File: config.mk
export PLATFORM = sky130hd
export DESIGN_NAME = rhs_miso_deserializer
export DESIGN_NICKNAME = d
export VERILOG_FILES = /design/src/rtl/rhs_rx_pkg.sv /design/src/rtl/rhs_edge_delay_line.sv /design/src/rtl/rhs_miso_deserializer.sv
export SDC_FILE = /design/constraint.sdc
export NUM_CORES = 2
export LEC_CHECK = 0
export CORE_MARGIN = 2
export CORE_UTILIZATION = 25
export CTS_CLUSTER_SIZE = 10
export DETAILED_ROUTE_END_ITERATION = 10
export PLACE_DENSITY = 0.44
export SLEW_MARGIN = 20
export SYNTH_ARGS = -nofsm -noshare
export SYNTH_HDL_FRONTEND = slang
export SYNTH_SLANG_ARGS = --single-unit
File: constraint.sdc
create_clock -name clk -period 4.4 [get_ports clk]
set_input_delay 0.88 -clock clk [delete_from_list [all_inputs] [get_ports clk]]
set_output_delay 0.88 -clock clk [all_outputs]
set_load 0.005 [all_outputs]
File: src/rtl/rhs_rx_pkg.sv
// rtl/rhs_rx_pkg.sv - shared constants and state type for the RHS MISO receive path
//
// Purpose : common definitions imported by rhs_miso_deserializer and its
//           sub-module.
// Contents: RHS_WORD_BITS, RHS_NUM_MISO, RHS_DELAY_W, rhs_rx_state_t.
// Build   : optional macro RHS_MISO_SYNC_EN is consumed by the top, not here.

package rhs_rx_pkg;

  localparam int RHS_WORD_BITS = 32;
  localparam int RHS_NUM_MISO  = 16;
  localparam int RHS_DELAY_W   = 4;

  typedef enum logic [1:0] {
    IDLE    = 2'd0,
    SHIFT   = 2'd1,
    DRAIN   = 2'd2,
    WAIT_CS = 2'd3
  } rhs_rx_state_t;

endpackage

File: src/rtl/rhs_edge_delay_line.sv
// rtl/rhs_edge_delay_line.sv - programmable delay for detected SCLK rises
//
// Purpose : shift register that delays each injected SCLK-rise marker by
//           `select` cycles, then fires a one-cycle sample strobe.
// Ports   : clk, rst_n     - clock, synchronous active-low reset
//           inject         - push a marker into tap 0 next cycle
//           clear          - flush all markers (wins over inject)
//           select         - tap that drives strobe
//           strobe         - marker present at the selected tap
//           empty          - no marker at or below the selected tap, i.e.
//                            no strobe can fire any more

module rhs_edge_delay_line #(
  parameter int SEL_W = 4
) (
  input  logic             clk,
  input  logic             rst_n,
  input  logic             inject,
  input  logic             clear,
  input  logic [SEL_W-1:0] select,
  output logic             strobe,
  output logic             empty
);

  localparam int DEPTH = 1 << SEL_W;

  logic [DEPTH-1:0] line;
  logic             pending;

  always_ff @(posedge clk) begin
    if (!rst_n || clear) begin
      line <= '0;
    end else begin
      line <= {line[DEPTH-2:0], inject};
    end
  end

  assign strobe = line[select];

  // Markers that have already moved past the tap can never strobe again,
  // so only taps up to and including `select` count as pending.
  always_comb begin
    pending = 1'b0;
    for (int i = 0; i < DEPTH; i++) begin
      if (i <= int'(select)) begin
        pending = pending | line[i];
      end
    end
  end

  assign empty = ~pending;

endmodule

File: src/rtl/rhs_miso_deserializer.sv
// rtl/rhs_miso_deserializer.sv - 16-lane RHS MISO sampler and word assembler
//
// Purpose : samples all MISO lanes on each (cable-delay compensated) SCLK rise
//           during a CS frame, builds one 32-bit word per lane and offers the
//           frame downstream through a valid/ready holding register.
// Ports   : clk, rst_n         - clock, synchronous active-low reset
//           cs, sclk           - local copies of the master's CS (low) / SCLK
//           miso               - headstage MISO lanes, lane 0 = A
//           cable_delay        - sample delay after a detected SCLK rise
//           data_out           - lane k word at [32k+31:32k]
//           data_valid/ready   - holding-register handshake
//           busy               - receiver not idle
//           overflow           - sticky, a completed frame was dropped
//           short_frame_cnt    - saturating count of frames with < 32 samples
//           clear_status       - clears overflow and short_frame_cnt
// Build   : define RHS_MISO_SYNC_EN to put a 2-flop synchronizer in front of
//           miso_q (adds 2 cycles of sample latency).

module rhs_miso_deserializer
  import rhs_rx_pkg::*;
#(
  parameter int NUM_MISO  = RHS_NUM_MISO,
  parameter int WORD_BITS = RHS_WORD_BITS,
  parameter int DELAY_W   = RHS_DELAY_W
) (
  input  logic                          clk,
  input  logic                          rst_n,
  input  logic                          cs,
  input  logic                          sclk,
  input  logic [NUM_MISO-1:0]           miso,
  input  logic [DELAY_W-1:0]            cable_delay,
  output logic [NUM_MISO*WORD_BITS-1:0] data_out,
  output logic                          data_valid,
  input  logic                          data_ready,
  output logic                          busy,
  output logic                          overflow,
  output logic [7:0]                    short_frame_cnt,
  input  logic                          clear_status
);

  rhs_rx_state_t state, state_d;

  logic                          cs_q, cs_qq, sclk_q, sclk_qq;
  logic [NUM_MISO-1:0]           miso_q;
  logic [DELAY_W-1:0]            delay_l;
  logic [5:0]                    bit_cnt;
  logic [NUM_MISO*WORD_BITS-1:0] sr, sr_next;

  logic sclk_rise, cs_fall;
  logic strobe, line_empty;
  logic frame_start, inject, line_clear, take_strobe, last_strobe;
  logic publish, short_evt, handshake, accept, drop;

  // ---------------------------------------------------------------- inputs
  always_ff @(posedge clk) begin
    if (!rst_n) begin
      cs_q    <= 1'b1;
      cs_qq   <= 1'b1;
      sclk_q  <= 1'b0;
      sclk_qq <= 1'b0;
    end else begin
      cs_q    <= cs;
      cs_qq   <= cs_q;
      sclk_q  <= sclk;
      sclk_qq <= sclk_q;
    end
  end

`ifdef RHS_MISO_SYNC_EN
  logic [NUM_MISO-1:0] miso_s1, miso_s2;

  always_ff @(posedge clk) begin
    if (!rst_n) begin
      miso_s1 <= '0;
      miso_s2 <= '0;
      miso_q  <= '0;
    end else begin
      miso_s1 <= miso;
      miso_s2 <= miso_s1;
      miso_q  <= miso_s2;
    end
  end
`else
  always_ff @(posedge clk) begin
    if (!rst_n) begin
      miso_q <= '0;
    end else begin
      miso_q <= miso;
    end
  end
`endif

  assign sclk_rise = sclk_q & ~sclk_qq;
  assign cs_fall   = cs_qq & ~cs_q;

  // ------------------------------------------------------------ delay line
  rhs_edge_delay_line #(
    .SEL_W (DELAY_W)
  ) u_delay (
    .clk    (clk),
    .rst_n  (rst_n),
    .inject (inject),
    .clear  (line_clear),
    .select (delay_l),
    .strobe (strobe),
    .empty  (line_empty)
  );

  // ------------------------------------------------------------------- FSM
  always_ff @(posedge clk) begin
    if (!rst_n) begin
      state <= IDLE;
    end else begin
      state <= state_d;
    end
  end

  always_comb begin
    state_d = state;
    case (state)
      IDLE:    if (cs_fall) state_d = SHIFT;
      // A completed word beats a simultaneous CS rise.
      SHIFT:   if (last_strobe) state_d = WAIT_CS;
               else if (cs_q) state_d = DRAIN;
      DRAIN:   if (last_strobe || line_empty) state_d = IDLE;
      WAIT_CS: if (cs_q) state_d = IDLE;
      default: state_d = IDLE;
    endcase
  end

  always_comb begin
    frame_start = (state == IDLE) && cs_fall;
    inject      = (state == SHIFT) && !cs_q && sclk_rise;
    line_clear  = (state == IDLE) || (state == WAIT_CS);
    take_strobe = strobe && ((state == SHIFT) || (state == DRAIN));
    last_strobe = take_strobe && (bit_cnt == 6'(WORD_BITS - 1));
    publish     = last_strobe;
    short_evt   = (state == DRAIN) && line_empty && !last_strobe;
    busy        = (state != IDLE);
  end

  // -------------------------------------------------------------- datapath
  always_comb begin
    sr_next = sr;
    for (int k = 0; k < NUM_MISO; k++) begin
      sr_next[k*WORD_BITS +: WORD_BITS] =
        {sr[k*WORD_BITS +: WORD_BITS-1], miso_q[k]};
    end
  end

  always_ff @(posedge clk) begin
    if (!rst_n) begin
      sr      <= '0;
      bit_cnt <= '0;
      delay_l <= '0;
    end else if (frame_start) begin
      sr      <= '0;
      bit_cnt <= '0;
      delay_l <= cable_delay;
    end else if (take_strobe) begin
      sr      <= sr_next;
      bit_cnt <= bit_cnt + 6'd1;
    end
  end

  // ------------------------------------------------------ holding register
  assign handshake = data_valid && data_ready;
  assign accept    = publish && (!data_valid || data_ready);
  assign drop      = publish && !accept;

  always_ff @(posedge clk) begin
    if (!rst_n) begin
      data_out        <= '0;
      data_valid      <= 1'b0;
      overflow        <= 1'b0;
      short_frame_cnt <= '0;
    end else begin
      // The publish is taken from sr_next so the 32nd bit lands this cycle.
      if (accept) begin
        data_out   <= sr_next;
        data_valid <= 1'b1;
      end else if (handshake) begin
        data_valid <= 1'b0;
      end

      if (drop) begin
        overflow <= 1'b1;
      end else if (clear_status) begin
        overflow <= 1'b0;
      end

      if (short_evt) begin
        if (clear_status) begin
          short_frame_cnt <= 8'd1;
        end else if (short_frame_cnt != 8'hFF) begin
          short_frame_cnt <= short_frame_cnt + 8'd1;
        end
      end else if (clear_status) begin
        short_frame_cnt <= '0;
      end
    end
  end

endmodule

==> flow_summary.toml <==
[yosys]
synth.area.top_cells = "dfxtp_1 58%, nand2_1 21%, a21oi_1 14%"
synth_top_area_cell = "dfxtp_1"
syn-num-nets = 4659
ys.flop_type = "dfxtp_1"
netlist.area_leader.share_pct = 57.6
synth_edf_count = 0
synth_cell_types = 39
async_reset_ff_share_pct = 0
yosysWarnings = 0
synth_area_sq_um = 37000
netlist_instances = 4627
synth_seq_cells = 1066
synth-seq-area-share_pct = 57.6
syn_area_per_cell_sq_um = 8.00

[floorplanning]
start_util_pct = 25.1
rows = 141
die_area_sq_um = 151000
core_sq_um = 147000
boundaryPins = 549
die_x_um = 389
die_h_um = 389

[cells_and_area]
most-common-layout-cells = "2032 x nand2_1, 1066 x dfxtp_1, 1019 x a21oi_1"
fin_nets = 5070
fin_area_sq_um = 47900
final_common_cell = "nand2_1"
drive_above_1_share_pct = 4.95
area_growth_pct = 29.3

[power_and_ir_drop]
p_leak_nw = 15.1
powerDensity_nw_per_um2 = 433
worst_ir_drop_vdd_mv = 0.254

[sta]
setup_tns_ps = 0
hold_violations = 0
worstMarginPinSlew_ps = 1090
rsz0062_at_grt = "false"
slew_headroom_pct = 27.6
fmax_ghz = 0.293
post-route-min-period_ps = 3410
finalCritPeriodShare_pct = 77.6
maxSlewViolCount = 0
setup_viol = 0
skew_ps = 23.9

[clock_tree]
clk_latency_ps = 740
clk_pin_slew_ps = 50
cts_hold_buf = 0
postCtsSetupBuffers = 0
htreeDepth = 4
ctsResizeCount = 0
clockBufferDepth = 3
clock_sink_count = 1066
tritoncts = "yes"
cts_root_buffer = "clkbuf_16"
cts-buffers-inserted = 131

[global_routing]
gr-total-overflow = 0
grt_start_max_net_pins = 140
grt_pass1_vias = 29631
antenna_found_initial = 3
globalRouteTotalUtil_pct = 14.8
grt_first_pass_wirelength_mm = 178

[critical_path]
reg2reg_depth = 10
reg2reg_to = "data_out[449]$_SDFFE_PN0P_"
timing.rr.start = "state[1]$_SDFFE_PN0P_"
crit_chain = "inv_1 > ha_1 > nand2_1 > a21oi_1 > nand4_1 > a211o_1 > nand2b_4 > buf_12 > nand2_1 > a21oi_1"
crit_arrival_ps = 4010
worst-path-max-fanout = 139
end_kind = "flop"
path_buf_inv = 2
cp.depth = 10
crit_path_max_incr_delay_ps = 550
reg2reg_slack_ps = 990
required_ps = 5000
cp_top_family = "simple AND/OR/NAND/NOR gates"
startpoint = "state[1]$_SDFFE_PN0P_"
slowest_stage = "ha_1"
criticalPathCategory = "reg2reg"
crit_end = "data_out[449]$_SDFFE_PN0P_"
critPathLaunchType = "flop"

[placement]
gp_congestion = 0.751
port_buffers = 548
dpl.hpwl_mm = 73.0
postPlaceCellArea_sq_um = 44000

[routing]
dr.pass1.iters = 5
route.detailed.drc = 0
finalWirelength_mm = 115
viasPerCell = 4.41
ant_nets = 0
avgRoutedWirePerCell_um = 16.4
vias = 30992
first_iter_violations = 1847

[run_status]
outcome = "finished, final reports clean"

[hold_path]
hp-class = "reg2reg"
min_from = "sclk_qq$_SDFF_PN0_"

[flow_run]
cap_violations = 0
==> state kept, by name (all words and copies together), names as in the netlist, 2 cells and up <==
signal	flops
data_out	512
delay_l	4
short_frame_cnt	8
bit_cnt	6
sr	496
u_delay.line	16
state	2
miso_q	16
==> logic make-up (layout without fill, tap and decap cells) <==
| family | Yosys count | in the layout | synth area share (%) |
|---|---|---|---|
| buf+inv | 359 | 821 | 5.28 |
| simple gates | 2130 | 2130 | 22.1 |
| flops | 1066 | 1066 | 57.6 |
| other cells | 0 | 1 | 0 |
| fa+ha+maj | 6 | 6 | 0.203 |
| compound gates | 1044 | 1044 | 14.2 |
| xor+xnor | 9 | 9 | 0.213 |
| mux | 13 | 13 | 0.351 |
==> synth_stat cells, drive strengths merged (6+ instances only) <==
master / n
mux2i: 13
and3: 20
buf: 164
and2: 19
nand2b: 7
nor2: 21
a21oi: 1019
inv: 9
nand2: 2034
o21ai: 8
dfxtp: 1066
clkbuf: 185
ha: 6
nand3: 9
nor2b: 6
xnor2: 7
==> per-stage QoR <==
| step | util, % | worst slack (ps) | power, mW | std cells | hold WS (ps) |
|---|---|---|---|---|---|
| 2_1_floorplan | - | 2100 | 10.5 | 4627 | 372 |
| 3_3_place_gp | 29.8 | 1060 | 11.0 | 6835 | 375 |
| 3_5_place_dp | 29.8 | 1010 | 11.0 | 6835 | 378 |
| 4_1_cts | 32.5 | 1020 | 21.1 | 7019 | 387 |
| 5_1_grt | 32.5 | 739 | 21.6 | 7019 | 415 |
| 6_report | 32.5 | 986 | 20.7 | 7020 | 387 |
==> cell type report <==
type	count	area, sq um
Antenna cell	1	2.50
Clock buffer	165	3580
Clock inverter	19	279
Fill cell	15612	99600
Inverter	10	45.0
Multi-Input combinational cell	3202	13800
Sequential cell	1066	21300
Tap cell	1930	2410
Timing Repair Buffer	627	6450
==> power breakdown <==
group | internal, mW | switching, mW | leakage [nW]
sequential | 9.68 | 0.0319 | 8.59
combinational | 0.216 | 0.814 | 4.59
clock | 5.91 | 4.08 | 1.88
==> metal layers <==
metal / GRT usage, % / wire [um] / vias to the layer above
li1: - / - / 15677
met2: 23.4 / 52600 / 613
met1: 20.0 / 54100 / 14532
met4: 4.71 / 2720 / 2
met3: 3.34 / 5740 / 168
met5: 0 / 18 / -
==> worst min-delay path by stage <==
stage | cells after the start | slack, ps | endpoint
2_1_floorplan | 1 | 370 | u_delay.line[0]$_SDFF_PP0_
3_3_place_gp | 1 | 380 | u_delay.line[0]$_SDFF_PP0_
3_5_place_dp | 1 | 380 | u_delay.line[0]$_SDFF_PP0_
4_1_cts | 1 | 390 | u_delay.line[0]$_SDFF_PP0_
5_1_grt | 1 | 420 | u_delay.line[0]$_SDFF_PP0_
6_report | 1 | 390 | u_delay.line[0]$_SDFF_PP0_
Note: power is estimated with default switching activity, not from simulation.
